## src/rtl/m2vvld_arb_if.sv

```systemverilog
// Requester, response and VLD-side signals of the m2vvld_arb decode arbiter.
// The arbiter uses the slave modport; the requester/VLD side uses master.
interface m2vvld_arb_if;
  logic        req0_valid;
  logic        req1_valid;
  logic [2:0]  req0_table;
  logic [2:0]  req1_table;
  logic        req0_ready;
  logic        req1_ready;
  logic        rsp0_valid;
  logic        rsp1_valid;
  logic [13:0] rsp_data;
  logic        rsp_nextbit;
  logic [2:0]  vld_table;
  logic        vld_decode;
  logic [13:0] symbol_data;
  logic        symbol_valid;
  logic        symbol_nextbit;
  logic        err_timeout;

  modport master (
    output req0_valid, req1_valid, req0_table, req1_table,
    output symbol_data, symbol_valid, symbol_nextbit,
    input  req0_ready, req1_ready, rsp0_valid, rsp1_valid,
    input  rsp_data, rsp_nextbit, vld_table, vld_decode, err_timeout
  );

  modport slave (
    input  req0_valid, req1_valid, req0_table, req1_table,
    input  symbol_data, symbol_valid, symbol_nextbit,
    output req0_ready, req1_ready, rsp0_valid, rsp1_valid,
    output rsp_data, rsp_nextbit, vld_table, vld_decode, err_timeout
  );
endinterface

```

## src/rtl/m2vvld_arb.sv

```systemverilog
// Round-robin front end sharing one VLD decoder between two requesters, one decode
// in flight. Define M2VVLD_ARB_WATCHDOG_EN to abort a BUSY decode after TIMEOUT_CYCLES.
module m2vvld_arb #(
  parameter int unsigned TIMEOUT_CYCLES = 1024
) (
  input logic         clk,
  input logic         reset,
  m2vvld_arb_if.slave bus
);

  typedef enum logic [1:0] {
    IDLE  = 2'd0,
    ISSUE = 2'd1,
    BUSY  = 2'd2
  } state_t;

  state_t      state_r;
  state_t      state_nxt_s;
  logic        last_owner_r;
  logic        owner_r;
  logic [2:0]  table_r;
  logic        vld_decode_r;
  logic        rsp0_valid_r;
  logic        rsp1_valid_r;
  logic [13:0] rsp_data_r;
  logic        rsp_nextbit_r;

  logic        accept_s;
  logic        winner_s;
  logic        rsp_fire_s;
  logic [13:0] rsp_data_nxt_s;
  logic        rsp_nextbit_nxt_s;

`ifdef M2VVLD_ARB_WATCHDOG_EN
  localparam int CNT_W = (TIMEOUT_CYCLES > 1) ? $clog2(TIMEOUT_CYCLES) : 1;

  logic [CNT_W-1:0] wd_cnt_r;
  logic             err_timeout_r;
  logic             expire_s;
  logic             timeout_s;

  // Counts BUSY cycles; cleared while the decode is being issued
  always_ff @(posedge clk) begin
    if (reset) begin
      wd_cnt_r <= {CNT_W{1'b0}};
    end else if (state_r == ISSUE) begin
      wd_cnt_r <= {CNT_W{1'b0}};
    end else if (state_r == BUSY) begin
      wd_cnt_r <= wd_cnt_r + CNT_W'(1);
    end else begin
      wd_cnt_r <= wd_cnt_r;
    end
  end

  assign expire_s = (state_r == BUSY) && (wd_cnt_r == CNT_W'(TIMEOUT_CYCLES - 32'd1));

  // Sticky abort flag, only cleared by reset
  always_ff @(posedge clk) begin
    if (reset) begin
      err_timeout_r <= 1'b0;
    end else if (timeout_s) begin
      err_timeout_r <= 1'b1;
    end else begin
      err_timeout_r <= err_timeout_r;
    end
  end

  assign bus.err_timeout = err_timeout_r;
`else
  logic unused_timeout_s;
  assign unused_timeout_s = ^TIMEOUT_CYCLES;
  assign bus.err_timeout  = 1'b0;
`endif

  // Next state, arbitration and response selection
  always_comb begin
    state_nxt_s       = state_r;
    accept_s          = 1'b0;
    winner_s          = 1'b0;
    rsp_fire_s        = 1'b0;
    rsp_data_nxt_s    = 14'h0000;
    rsp_nextbit_nxt_s = 1'b0;
`ifdef M2VVLD_ARB_WATCHDOG_EN
    timeout_s         = 1'b0;
`endif
    case (state_r)
      IDLE: begin
        // ready is combinational on valid, so it is held off while reset is applied
        if (!reset && (bus.req0_valid || bus.req1_valid)) begin
          accept_s    = 1'b1;
          winner_s    = (bus.req0_valid && bus.req1_valid) ? ~last_owner_r : bus.req1_valid;
          state_nxt_s = ISSUE;
        end else begin
          state_nxt_s = IDLE;
        end
      end
      ISSUE: begin
        state_nxt_s = BUSY;
      end
      BUSY: begin
        if (bus.symbol_valid) begin
          rsp_fire_s        = 1'b1;
          rsp_data_nxt_s    = bus.symbol_data;
          rsp_nextbit_nxt_s = bus.symbol_nextbit;
          state_nxt_s       = IDLE;
        end
`ifdef M2VVLD_ARB_WATCHDOG_EN
        else if (expire_s) begin
          rsp_fire_s  = 1'b1;
          timeout_s   = 1'b1;
          state_nxt_s = IDLE;
        end
`endif
        else begin
          state_nxt_s = BUSY;
        end
      end
      default: begin
        state_nxt_s = IDLE;
      end
    endcase
  end

  // State, latched transaction and registered outputs
  always_ff @(posedge clk) begin
    if (reset) begin
      state_r       <= IDLE;
      last_owner_r  <= 1'b1;
      owner_r       <= 1'b0;
      table_r       <= 3'd0;
      vld_decode_r  <= 1'b0;
      rsp0_valid_r  <= 1'b0;
      rsp1_valid_r  <= 1'b0;
      rsp_data_r    <= 14'h0000;
      rsp_nextbit_r <= 1'b0;
    end else begin
      state_r      <= state_nxt_s;
      vld_decode_r <= accept_s;
      rsp0_valid_r <= rsp_fire_s && !owner_r;
      rsp1_valid_r <= rsp_fire_s && owner_r;
      if (accept_s) begin
        last_owner_r <= winner_s;
        owner_r      <= winner_s;
        table_r      <= winner_s ? bus.req1_table : bus.req0_table;
      end
      if (rsp_fire_s) begin
        rsp_data_r    <= rsp_data_nxt_s;
        rsp_nextbit_r <= rsp_nextbit_nxt_s;
      end
    end
  end

  assign bus.req0_ready  = accept_s && !winner_s;
  assign bus.req1_ready  = accept_s && winner_s;
  assign bus.vld_decode  = vld_decode_r;
  assign bus.vld_table   = table_r;
  assign bus.rsp0_valid  = rsp0_valid_r;
  assign bus.rsp1_valid  = rsp1_valid_r;
  assign bus.rsp_data    = rsp_data_r;
  assign bus.rsp_nextbit = rsp_nextbit_r;

endmodule

```

## src/flat_wrapper.sv

```systemverilog
// flat-port wrapper written by rule: the top's interface ports become plain ports
module m2vvld_arb_flat 
#(
  parameter int unsigned TIMEOUT_CYCLES = 1024
)
  (clk, reset, bus_req0_valid, bus_req1_valid, bus_req0_table, bus_req1_table, bus_symbol_data, bus_symbol_valid, bus_symbol_nextbit, bus_req0_ready, bus_req1_ready, bus_rsp0_valid, bus_rsp1_valid, bus_rsp_data, bus_rsp_nextbit, bus_vld_table, bus_vld_decode, bus_err_timeout);
  m2vvld_arb_if bus_i ();
  input logic clk;
  input logic reset;
  input wire logic [$bits(bus_i.req0_valid)-1:0] bus_req0_valid;
  input wire logic [$bits(bus_i.req1_valid)-1:0] bus_req1_valid;
  input wire logic [$bits(bus_i.req0_table)-1:0] bus_req0_table;
  input wire logic [$bits(bus_i.req1_table)-1:0] bus_req1_table;
  input wire logic [$bits(bus_i.symbol_data)-1:0] bus_symbol_data;
  input wire logic [$bits(bus_i.symbol_valid)-1:0] bus_symbol_valid;
  input wire logic [$bits(bus_i.symbol_nextbit)-1:0] bus_symbol_nextbit;
  output wire logic [$bits(bus_i.req0_ready)-1:0] bus_req0_ready;
  output wire logic [$bits(bus_i.req1_ready)-1:0] bus_req1_ready;
  output wire logic [$bits(bus_i.rsp0_valid)-1:0] bus_rsp0_valid;
  output wire logic [$bits(bus_i.rsp1_valid)-1:0] bus_rsp1_valid;
  output wire logic [$bits(bus_i.rsp_data)-1:0] bus_rsp_data;
  output wire logic [$bits(bus_i.rsp_nextbit)-1:0] bus_rsp_nextbit;
  output wire logic [$bits(bus_i.vld_table)-1:0] bus_vld_table;
  output wire logic [$bits(bus_i.vld_decode)-1:0] bus_vld_decode;
  output wire logic [$bits(bus_i.err_timeout)-1:0] bus_err_timeout;
  assign bus_i.req0_valid = bus_req0_valid;
  assign bus_i.req1_valid = bus_req1_valid;
  assign bus_i.req0_table = bus_req0_table;
  assign bus_i.req1_table = bus_req1_table;
  assign bus_i.symbol_data = bus_symbol_data;
  assign bus_i.symbol_valid = bus_symbol_valid;
  assign bus_i.symbol_nextbit = bus_symbol_nextbit;
  assign bus_req0_ready = bus_i.req0_ready;
  assign bus_req1_ready = bus_i.req1_ready;
  assign bus_rsp0_valid = bus_i.rsp0_valid;
  assign bus_rsp1_valid = bus_i.rsp1_valid;
  assign bus_rsp_data = bus_i.rsp_data;
  assign bus_rsp_nextbit = bus_i.rsp_nextbit;
  assign bus_vld_table = bus_i.vld_table;
  assign bus_vld_decode = bus_i.vld_decode;
  assign bus_err_timeout = bus_i.err_timeout;
  m2vvld_arb #(.TIMEOUT_CYCLES(TIMEOUT_CYCLES)) u_core (.clk(clk), .reset(reset), .bus(bus_i));
endmodule
```

## config.mk

```make
export PLATFORM = sky130hd
export DESIGN_NAME = m2vvld_arb_flat
export DESIGN_NICKNAME = d
export VERILOG_FILES = /design/src/rtl/m2vvld_arb_if.sv /design/src/rtl/m2vvld_arb.sv /design/src/flat_wrapper.sv
export SDC_FILE = /design/constraint.sdc
export NUM_CORES = 1
export LEC_CHECK = 0
export ABC_AREA = 1
export BUFFER_PORTS_ARGS = -buffer_cell sky130_fd_sc_hd__buf_2
export CAP_MARGIN = 20
export CORE_MARGIN = 1.5
export CORE_UTILIZATION = 41
export CTS_CLUSTER_DIAMETER = 60
export DETAILED_ROUTE_END_ITERATION = 8
export GPL_TIMING_DRIVEN = 0
export PLACE_DENSITY = 0.73
export SETUP_SLACK_MARGIN = 0.3
export SLEW_MARGIN = 20
export SYNTH_ARGS = -nofsm -noshare
export SYNTH_HDL_FRONTEND = slang
export SYNTH_SLANG_ARGS = --single-unit
```

## constraint.sdc

```tcl
create_clock -name clk -period 2.8 [get_ports clk]
set_input_delay 0.28 -clock clk [delete_from_list [all_inputs] [get_ports clk]]
set_output_delay 0.28 -clock clk [all_outputs]
set_load 0.005 [all_outputs]
```

# After elaboration in Yosys (flattened, before gate mapping)
# Cells that the tools add are included.
# totals
output_inout_bits	24
regBits	25
wordCells	38
in_bits	26
# classes
n_bitwise	1
reduce_logical	11
n_eq_ne	2
n_mux	15
# op_table
op	count
two-way mux 14 bit	2
two-way mux 1 bit	10
logical AND 1 bit	6
case mux 2 bit (3 select lines)	1
logical NOT 1 bit	3
two-way mux 3 bit	1
equality test 2 x 1 -> 1 bit (second input constant)	1
equality test 2 bit (second input constant)	1
logical NOT 2 bit	1
two-way mux 2 bit	1
logical OR 1 bit	1
inverter 1 bit	1

# Longest topological paths before layout
# Gate-level depths: netlist (run 1).
# logic_depth
depth_word	6
ltp_mapped	7
depth_no_buf	7

# Worst setup path before layout (run 1)
# Ideal clock, no wire load.
# synth_timing
kind	reg2out
start	register u_core.state_r[0]
end	output bus_req0_ready
t_arrival_ns	0.837
path_stages_with_launch	4
path_buffers	0
required_time_ns	2.520
path_slack_ns	1.683
cell_sequence	dfxtp_1 > nor2_2 > nand2_1 > nor2_1
# synth_between
elab_chain_cells	4
elab_cells_between_ends	5
classes_between	mux (2); reduce/logical (3)
# synth_rtl
element	line_no	text
start, declared	m2vvld_arb.sv:17	state_t state_r;
start signal, assigned	m2vvld_arb.sv:137	state_r <= state_nxt_s;
logical NOT 2 bit *	m2vvld_arb.sv:86	case (state_r)
two-way mux 1 bit	m2vvld_arb.sv:86	
logical NOT 1 bit	m2vvld_arb.sv:153	assign bus.req0_ready = accept_s && !winner_s;
logical AND 1 bit *	m2vvld_arb.sv:153	
end, declared	flat_wrapper.sv:17	output wire logic [$bits(bus_i.req0_ready)-1:0] bus_req0_ready;
# Mark *: on every way between the ends. The rest lies on a longest branch, timed or not.

# Final worst setup path (run 1)
# Ends and elaborated chain as after synthesis.

==> results.cfg, run 1 <==
[clocking]
clk_path_buf_depth = 2
path_clk_slew_ps = 120
cts_root_buf = clkbuf_4
cts_setup_buffers = 0
cts_buffers = 3
cts_tree = done
cts-hold-fix-buffers = 0
cts.sinks = 25
ctsResizeCount = 0
clk_latency_ps = 300
cts_max_level = 1

[yosys]
yosys_warnings = 0
syn-num-nets = 148
synth_seq_area_share_pct = 51.0
postSynthCellCount = 122
syn_area_sq_um = 982
avgSynthCellArea_sq_um = 8.05
ys_ff_latch = 25
ys_types = 19

[floorplanning]
die_w_um = 51.9
core_sq_mm = 0.00223
io_pins = 50
fp-row-count = 17
die_area_sq_mm = 0.00270
fp.dieH_um = 51.9
start_util_pct = 44.0

[layout]
area_growth_pct = 30.2
fin_util_pct = 57.3
multi_input_area_sq_um = 409
drive_above_1_share_pct = 38.7
antenna_cells = 0
nets = 200
fillerInstances = 219
seq_area_sq_um = 500

[pwr]
intPower_uw = 469
power.leakage_uw = 0.000624
clkPwrFrac_pct = 23.7
p_switching_uw = 156
comb_power_share_pct = 15.4
p_total_uw = 625
switching_share_pct = 25.0
seqPwrFrac_pct = 60.9
irDropWorstVdd_v = 0.000344
power_density_mw_per_mm2 = 489

[placement]
pre_cts_ws_ps = 1380
post-dp-hpwl_mm = 1.59
port_buffers = 47
gp_congestion = 0.765

[sta]
fin_skew_ps = 2.63
tns_ps = 0
slew_violations = 0
rsz0062_at_grt = false
hold_violations = 0
fin_crit_ps = 1690
layout_setup_ws_ps = 1110
fin_crit_sh_pct = 60.4
final-setup-viol-count = 0
fmax_ghz = 0.591
fin_hold_ws_ps = 236

[run]
drv_cap = 0

[worst_setup_path]
cp.arrival_ps = 1410
r2r_start = u_core.state_r[1]
slowest_stage = dfxtp_1
crit_path_end_kind = primary output
rr_endpoint = u_core.bus.rsp1_valid
critPathMaxFanout = 7
critPathRequiredTime_ps = 2520
start_kind = flip-flop
rrSetupSlack_ps = 1630
worst_r2r_path_depth = 5
critical_path_class = flip-flop to primary output
cpPeakStageDelay_ps = 370
worstPathCellList = nor2_2 > nand2_1 > nor2_1 > buf_2
cp-startpoint = u_core.state_r[0]

[grt]
grt_use_total_pct = 16.0
overflow = 0
grt_pass1_wl_mm = 3.33
grt_start_max_net_pins = 14
antenna_found_initial = 0
grt_pass1_vias = 826

[outcome]
status = finished, final reports clean

[route]
first_pass_iters = 4
drc = 0
drtAntennaViolNets = 0
routed_wl_mm = 2.06
vias = 973
drt_iter0_markers = 12
drt-vias-per-instance = 4.84
post_drt_wl_per_cell_um = 10.3

[min_path]
hp-class = primary input to flip-flop
whs_path_depth = 3
min_from = bus_symbol_data[12]
holdPathEnd = u_core.bus.rsp_data[12]
==> registers in the layout, indices dropped and copies added, names as in the netlist <==
register,count
u_core.bus.rsp1_valid,1
u_core.bus.rsp_nextbit,1
u_core.state_r,2
u_core.last_owner_r,1
u_core.bus.vld_decode,1
u_core.bus.vld_table,3
u_core.owner_r,1
u_core.bus.rsp_data,14
u_core.bus.rsp0_valid,1
==> cell usage in the layout (no fill, tap or decap) <==
master    instances
inv_1             5
conb_1            1
nor3_2            1
inv_2             2
dfxtp_1          25
nor2_1            5
nor2_4            2
o21ai_1           1
o21ai_0           1
clkbuf_4          3
clkbuf_1          1
buf_4             2
nand2_2           2
nand4_1           3
nor2_2            2
nand2_1          26
nor3b_2           1
nand3_1          21
buf_2            51
buf_6             1
a21oi_1          17
==> how the worst max path moves through the flow <==
stage	depth (start not counted)	slack, ps	to
2_1_floorplan	3	1680	bus_req0_ready
3_3_place_gp	6	1410	bus_req0_ready
3_5_place_dp	6	1380	bus_req0_ready
4_1_cts	4	1100	bus_req0_ready
5_1_grt	4	990	bus_req0_ready
6_report	4	1110	bus_req0_ready
==> logic make-up after synthesis <==
kind of cell | synth area share (%)
buffers and inverters | 7.39
AO/OA/AOI/OAI | 9.68
flip-flops | 51.0
AND/OR/NAND/NOR | 31.6
other | 0.382
==> power groups by stage <==
| stage | clock, uW | combinational, uW | sequential (uW) |
|---|---|---|---|
| after global routing | 172 | 107 | 383 |
| after detailed placement | 0 | 96.1 | 389 |
| after global placement | 0 | 94.0 | 388 |
| after CTS | 157 | 96.5 | 381 |
| final | 148 | 96.0 | 381 |
| after floorplan | 0 | 55.1 | 389 |
==> per-stage QoR <==
step | cell area, sq um | instances
after floorplan | 982 | 122
after global placement | 1250 | 197
after detailed placement | 1250 | 197
after CTS | 1280 | 201
after global routing | 1280 | 201
final | 1280 | 201
==> synth_stat cells, drive strengths merged <==
cell type / n / share of area [%]
nor3b: 1 / 1.3
dfxtp: 25 / 51
buf: 7 / 4.7
conb: 1 / 0.38
a21oi: 17 / 8.7
nand2: 28 / 11
nand3: 21 / 11
o21ai: 2 / 1.0
nor2: 9 / 5.5
nor3: 1 / 1.0
nand4: 3 / 1.9
inv: 7 / 2.7
==> critical path, delay by kind of cell (launching register included) <==
family,cells,cell delay [ps]
buf+inv,1,130
simple gates,3,620
flops,1,370
==> metal layers <==
| metal | up-vias | wire (um) | global-route usage (%) |
|---|---|---|---|
| met5 | - | 0 | 0 |
| met4 | 0 | 0 | 5.26 |
| met3 | 0 | 151 | 2.59 |
| met2 | 33 | 927 | 27.0 |
| met1 | 434 | 983 | 20.6 |
| li1 | 506 | - | - |
==> layout make-up <==
type / instances / area share (%)
Sequential cell: 25 / 39.1
Buffer: 7 / 3.62
Clock buffer: 4 / 2.05
Timing Repair Buffer: 47 / 18.4
Inverter: 7 / 2.05
Tap cell: 28 / 2.74
Multi-Input combinational cell: 83 / 32.0
Power figures use the tool's default switching activity.
==> run 2, diff against run 1 <==
Settings changed: ABC_AREA 1 to 0.
Clock period 2.8 ns to 1.8 ns, I/O delays scaled along.
==> results.cfg, run 2 <==
[placement]
port_buffers = 47
gp_congestion = 0.714
post-dp-hpwl_mm = 1.56

[clocking]
cts.sinks = 25
cts-hold-fix-buffers = 0
clk_latency_ps = 300
cts_max_level = 1
path_clk_slew_ps = 120
cts_buffers = 3
cts_tree = done
clk_path_buf_depth = 2
cts_root_buf = clkbuf_4

[yosys]
syn-num-nets = 139
synthTopCellsByArea = dfxtp_1 (50%), nand2_1 (13%), a21oi_2 (8.7%), a21oi_1 (5.0%), a311oi_1 (2.6%)
synth_flop_cell = dfxtp_1
avgSynthCellArea_sq_um = 8.88
ys_ff_latch = 25
ys_top_cells_by_count = nand2_1 (35), dfxtp_1 (25), a21oi_1 (10), a21oi_2 (10)
syn_area_sq_mm = 0.00100
synth_seq_area_share_pct = 49.9
async_reset_ff_share_pct = 0
postSynthCellCount = 113
synth.largest_area_cell = dfxtp_1
synth_most_common_cell = nand2_1
yosys_warnings = 0
synth_edf_count = 0
ys_types = 27
synth_top_area_share_pct = 49.9

[worst_setup_path]
cp.arrival_ps = 1220
r2r_start = u_core.state_r[0]
cp-endpoint = bus_req1_ready
critical_path_class = flip-flop to primary output
slowest_stage = dfxtp_1
rr_endpoint = u_core.owner_r
worstPathCellList = a21boi_4 > nand3_1 > inv_2 > buf_2
crit_path_end_kind = primary output
crit_buf_inv = 2
start_kind = flip-flop
worst_r2r_path_depth = 4
critical-path-top-delay-family = flip-flops
critPathRequiredTime_ps = 1620
cp-startpoint = u_core.last_owner_r
cpPeakStageDelay_ps = 370
rrSetupSlack_ps = 510
cp.depth = 4
critPathMaxFanout = 5

[grt]
grt_use_met2_pct = 29.4
grt_pass1_vias = 841
overflow = 0
grt_start_max_net_pins = 15
grt_pass1_wl_mm = 3.37
top_usage_layer = met2
grt_use_met1_pct = 18.8
antenna_found_initial = 0
grt_use_total_pct = 15.9
grt_use_met3_pct = 2.86

[route]
post_drt_wl_per_cell_um = 10.5
drtAntennaViolNets = 0
vias = 923
routed_wl_mm = 2.03
drt-vias-per-instance = 4.76
first_pass_iters = 4
drt_iter0_markers = 5
drc = 0

[floorplanning]
fp.dieH_um = 52.5
die_area_sq_mm = 0.00275
fp-row-count = 17
core_sq_mm = 0.00225
die_w_um = 52.5
start_util_pct = 44.5
io_pins = 50

[layout]
most-common-layout-cells = buf_2 (49), nand2_1 (35), dfxtp_1 (23), a21oi_2 (10), a21oi_1 (10)
fin_util_pct = 59.3
antenna_cells = 0
largest_reg_flops = 14
area_growth_pct = 33.3
final_common_cell = buf_2
nets = 193
drive_above_1_share_pct = 48.8
fillerInstances = 208

[sta]
hold_violations = 0
rsz0062_at_grt = false
fin_skew_ps = 2.57
final-setup-viol-count = 0
fin_crit_ps = 1400
slew_violations = 0
fin_crit_sh_pct = 77.6
tns_ps = 0
fmax_ghz = 0.716

[min_path]
hp-class = primary input to flip-flop

[run]
drv_cap = 0

[outcome]
status = finished, final reports clean

[pwr]
power_density_mw_per_mm2 = 737
power.leakage_uw = 0.000616
irDropWorstVdd_v = 0.000348
## run 2: changes by cell type after synthesis, sizes merged, moves of 3 or more
| cell | before | now |
|---|---|---|
| nand4 | 3 | 0 |
| a311oi | 0 | 3 |
| nand3 | 21 | 1 |
| nand2 | 28 | 37 |
| a21oi | 17 | 20 |
| inv | 7 | 4 |
| nor2 | 9 | 3 |
## run 2: per-layer routing
| layer | share of wire [%] | up-vias | wire length [um] |
|---|---|---|---|
| met3 | 6.3 | 0 | 128 |
| li1 | - | 476 | - |
| met5 | 0 | - | 0 |
| met4 | 0 | 0 | 0 |
| met2 | 48 | 29 | 972 |
| met1 | 46 | 418 | 928 |
## run 2: how the worst min path moves through the flow
stage / to / slack, ps / startpoint / cells past startpoint
2_1_floorplan: u_core.bus.rsp_data[1] / 310 / bus_symbol_data[1] / 2
6_report: u_core.bus.rsp_data[1] / 100 / bus_symbol_data[1] / 3
3_5_place_dp: u_core.bus.rsp_data[1] / 430 / bus_symbol_data[1] / 3
3_3_place_gp: u_core.bus.rsp_data[1] / 420 / bus_symbol_data[1] / 3
4_1_cts: u_core.bus.rsp_data[1] / 90 / bus_symbol_data[1] / 3
5_1_grt: u_core.bus.rsp_data[1] / 70 / bus_symbol_data[1] / 3
## run 2: repair_timing
action / 4_1_cts / 5_1_grt
cloned: 0 / 0
resized for setup: 1 / 6
endpoints found under the setup margin: 2 / 2
pin swaps: 1 / 1
buffers inserted: 1 / 1
endpoints found under the hold margin: 0 / 0
## run 2: cell families after synthesis
logic type	after synthesis	share of synthesized area, %
other	1	0.374
AO/OA/AOI/OAI	27	19.5
AND/OR/NAND/NOR	49	22.9
flip-flops	25	49.9
buffers and inverters	11	7.36
## run 2: cell type report
class | count | area [sq um] | share of cell area (%)
flip-flops and latches | 25 | 508 | 38.0
plain buffers | 7 | 58.8 | 4.40
clock inverters | 1 | 5.00 | 0.374
inverters | 4 | 15.0 | 1.12
repair buffers | 49 | 250 | 18.7
clock buffers | 3 | 22.5 | 1.68
multi-input cells | 77 | 443 | 33.1
well taps | 28 | 35.0 | 2.62
## run 2: worst min-delay path, cell delays in order
cell and delay [ps]:
buf_2 100, nand2_2 50, a21oi_2 40
## run 2: power by group
group / switching [uW] / internal (uW) / total [uW]
Combinational: 76.0 / 80.1 / 156
Clock: 151 / 82.8 / 234
Sequential: 17.2 / 579 / 596
Total: 244 / 741 / 985
## run 2: metrics by stage
step | std cells | hold WS (ps) | cell area [sq um] | total power (uW) | setup WS, ps
floorplan | 113 | 307 | 1000 | 691 | 682
global placement | 188 | 421 | 1270 | 749 | 640
detailed placement | 188 | 426 | 1270 | 754 | 613
CTS | 193 | 85.6 | 1310 | 993 | 329
global route | 194 | 74.4 | 1340 | 1040 | 292
finish | 194 | 98.7 | 1340 | 985 | 404
==> run 3, diff against run 2 <==
Settings changed: ABC_AREA 0 to 1.
Clock period 1.8 ns to 1.4 ns, I/O delays scaled along.
==> results.cfg, run 3 (synthesized netlist as in run 1, its figures left out) <==
[sta]
fin_skew_ps = 3.11
rsz0062_at_grt = true
final-setup-viol-count = 0
fin_crit_sh_pct = 89.8
fmax_ghz = 0.795
tns_ps = 0
layout_setup_ws_ps = 142
hold_violations = 0
fin_crit_ps = 1260
slew_violations = 0

[clocking]
cts_tree = done
cts.sinks = 25
clk_path_buf_depth = 2
clk_latency_ps = 310
cts_buffers = 3
cts-hold-fix-buffers = 0
path_clk_slew_ps = 120
cts_max_level = 1
cts_root_buf = clkbuf_4

[route]
drt_iter0_markers = 15
vias = 1059
drc = 0
routed_wl_mm = 2.47
first_pass_iters = 4
drt-vias-per-instance = 4.93
drtAntennaViolNets = 0
post_drt_wl_per_cell_um = 11.5

[pwr]
power.leakage_uw = 0.000723
p_total_uw = 1350
irDropWorstVdd_v = 0.000721
power_density_mw_per_mm2 = 911

[worst_setup_path]
worst_r2r_path_depth = 9
critPathRequiredTime_ps = 1260
rr_endpoint = u_core.bus.vld_table[0]
cp-endpoint = bus_req1_ready
worstPathCellList = nor2_4 > nand2_4 > nor2_2 > buf_2
start_kind = flip-flop
cp.arrival_ps = 1120
slowest_stage = dfxtp_2
critPathMaxFanout = 4
critical_path_class = flip-flop to primary output
cp-startpoint = u_core.state_r[1]
rrSetupSlack_ps = 160
crit_path_end_kind = primary output
cpPeakStageDelay_ps = 350
r2r_start = u_core.state_r[1]

[outcome]
status = finished, final reports clean

[floorplanning]
io_pins = 50
die_area_sq_mm = 0.00270
core_sq_mm = 0.00223
start_util_pct = 44.0
fp.dieH_um = 51.9
fp-row-count = 17
die_w_um = 51.9

[placement]
dpl_cell_area_sq_mm = 0.00125
post-dp-hpwl_mm = 1.59
port_buffers = 47
gp_congestion = 0.765
pre_cts_ws_ps = 199

[grt]
top_usage_layer = met2
antenna_found_initial = 0
grt_start_max_net_pins = 14
grt_pass1_vias = 898
grt_use_total_pct = 17.6
grt_pass1_wl_mm = 3.65
grt_use_met1_pct = 21.5
grt_use_met3_pct = 2.59
overflow = 0
grt_use_met2_pct = 31.6

[layout]
final_common_cell = buf_2
final_area_sq_mm = 0.00149
most-common-layout-cells = buf_2 (51), nand2_1 (22), dfxtp_1 (22), nand3_1 (20), a21oi_1 (15)
nets = 214
antenna_cells = 0
area_growth_pct = 51.5
largest_reg_flops = 14
drive_above_1_share_pct = 50.3

[min_path]
hp-class = primary input to flip-flop

[run]
drv_cap = 0
==> run 3: cell types whose count changed in the layout (fill, tap and decap cells not counted), moves of 5 or more <==
cell,change
a21oi_1,+5
a21oi_2,-8
buf_4,+6
nand2_1,-13
nand3_1,+19
==> run 3: power by group <==
part	internal [uW]	total, uW	leakage (uW)	switching [uW]
logic	142	285	0.000504	142
clock network	111	307	0.0000150	196
registers	744	763	0.000204	19.2
==> run 3: final cells by class <==
class,instances,area [sq um]
Clock buffer,4,26.3
Tap cell,28,35.0
Sequential cell,25,507
Multi-Input combinational cell,83,463
Buffer,7,53.8
Timing Repair Buffer,61,377
Inverter,7,26.3
Fill cell,213,746
==> run 3: critical path, delay by kind of cell, from the launching register on <==
kind                   cells  cell delay (ps)
buffers and inverters      1              110
and+or+nand+nor            3              350
DFF                        1              350
==> run 3: per-layer routing <==
metal,part of all wire (%),vias to the layer above
li1,-,534
met1,43,484
met2,49,39
met3,6.6,2
met4,0.85,0
met5,0,-
==> run 3: metrics by stage <==
step | util, % | cells | hold slack (ps)
2_1_floorplan | - | 122 | 289
3_3_place_gp | 56.1 | 197 | 410
3_5_place_dp | 56.1 | 197 | 419
4_1_cts | 61.5 | 209 | 80.7
5_1_grt | 66.6 | 215 | 68.6
6_report | 66.6 | 215 | 83.1
==> run 3: worst min path at each step <==
stage | endpoint | cells past startpoint | from | slack, ps
final | u_core.bus.rsp_data[12] | 3 | bus_symbol_data[12] | 80
after global routing | u_core.bus.rsp_data[11] | 3 | bus_symbol_data[11] | 70
after CTS | u_core.bus.rsp_data[12] | 3 | bus_symbol_data[12] | 80
after detailed placement | u_core.state_r[0] | 3 | bus_req0_valid | 420
after global placement | u_core.bus.rsp_data[12] | 3 | bus_symbol_data[12] | 410
after floorplan | u_core.state_r[0] | 2 | bus_req0_valid | 290
==> run 3: repair_timing <==
| action | in CTS | in global routing |
|---|---|---|
| cloned | 1 | 1 |
| setup endpoints to repair | 18 | 24 |
| pin swaps | 6 | 5 |
| buffers inserted | 7 | 5 |
| resized for setup | 13 | 15 |
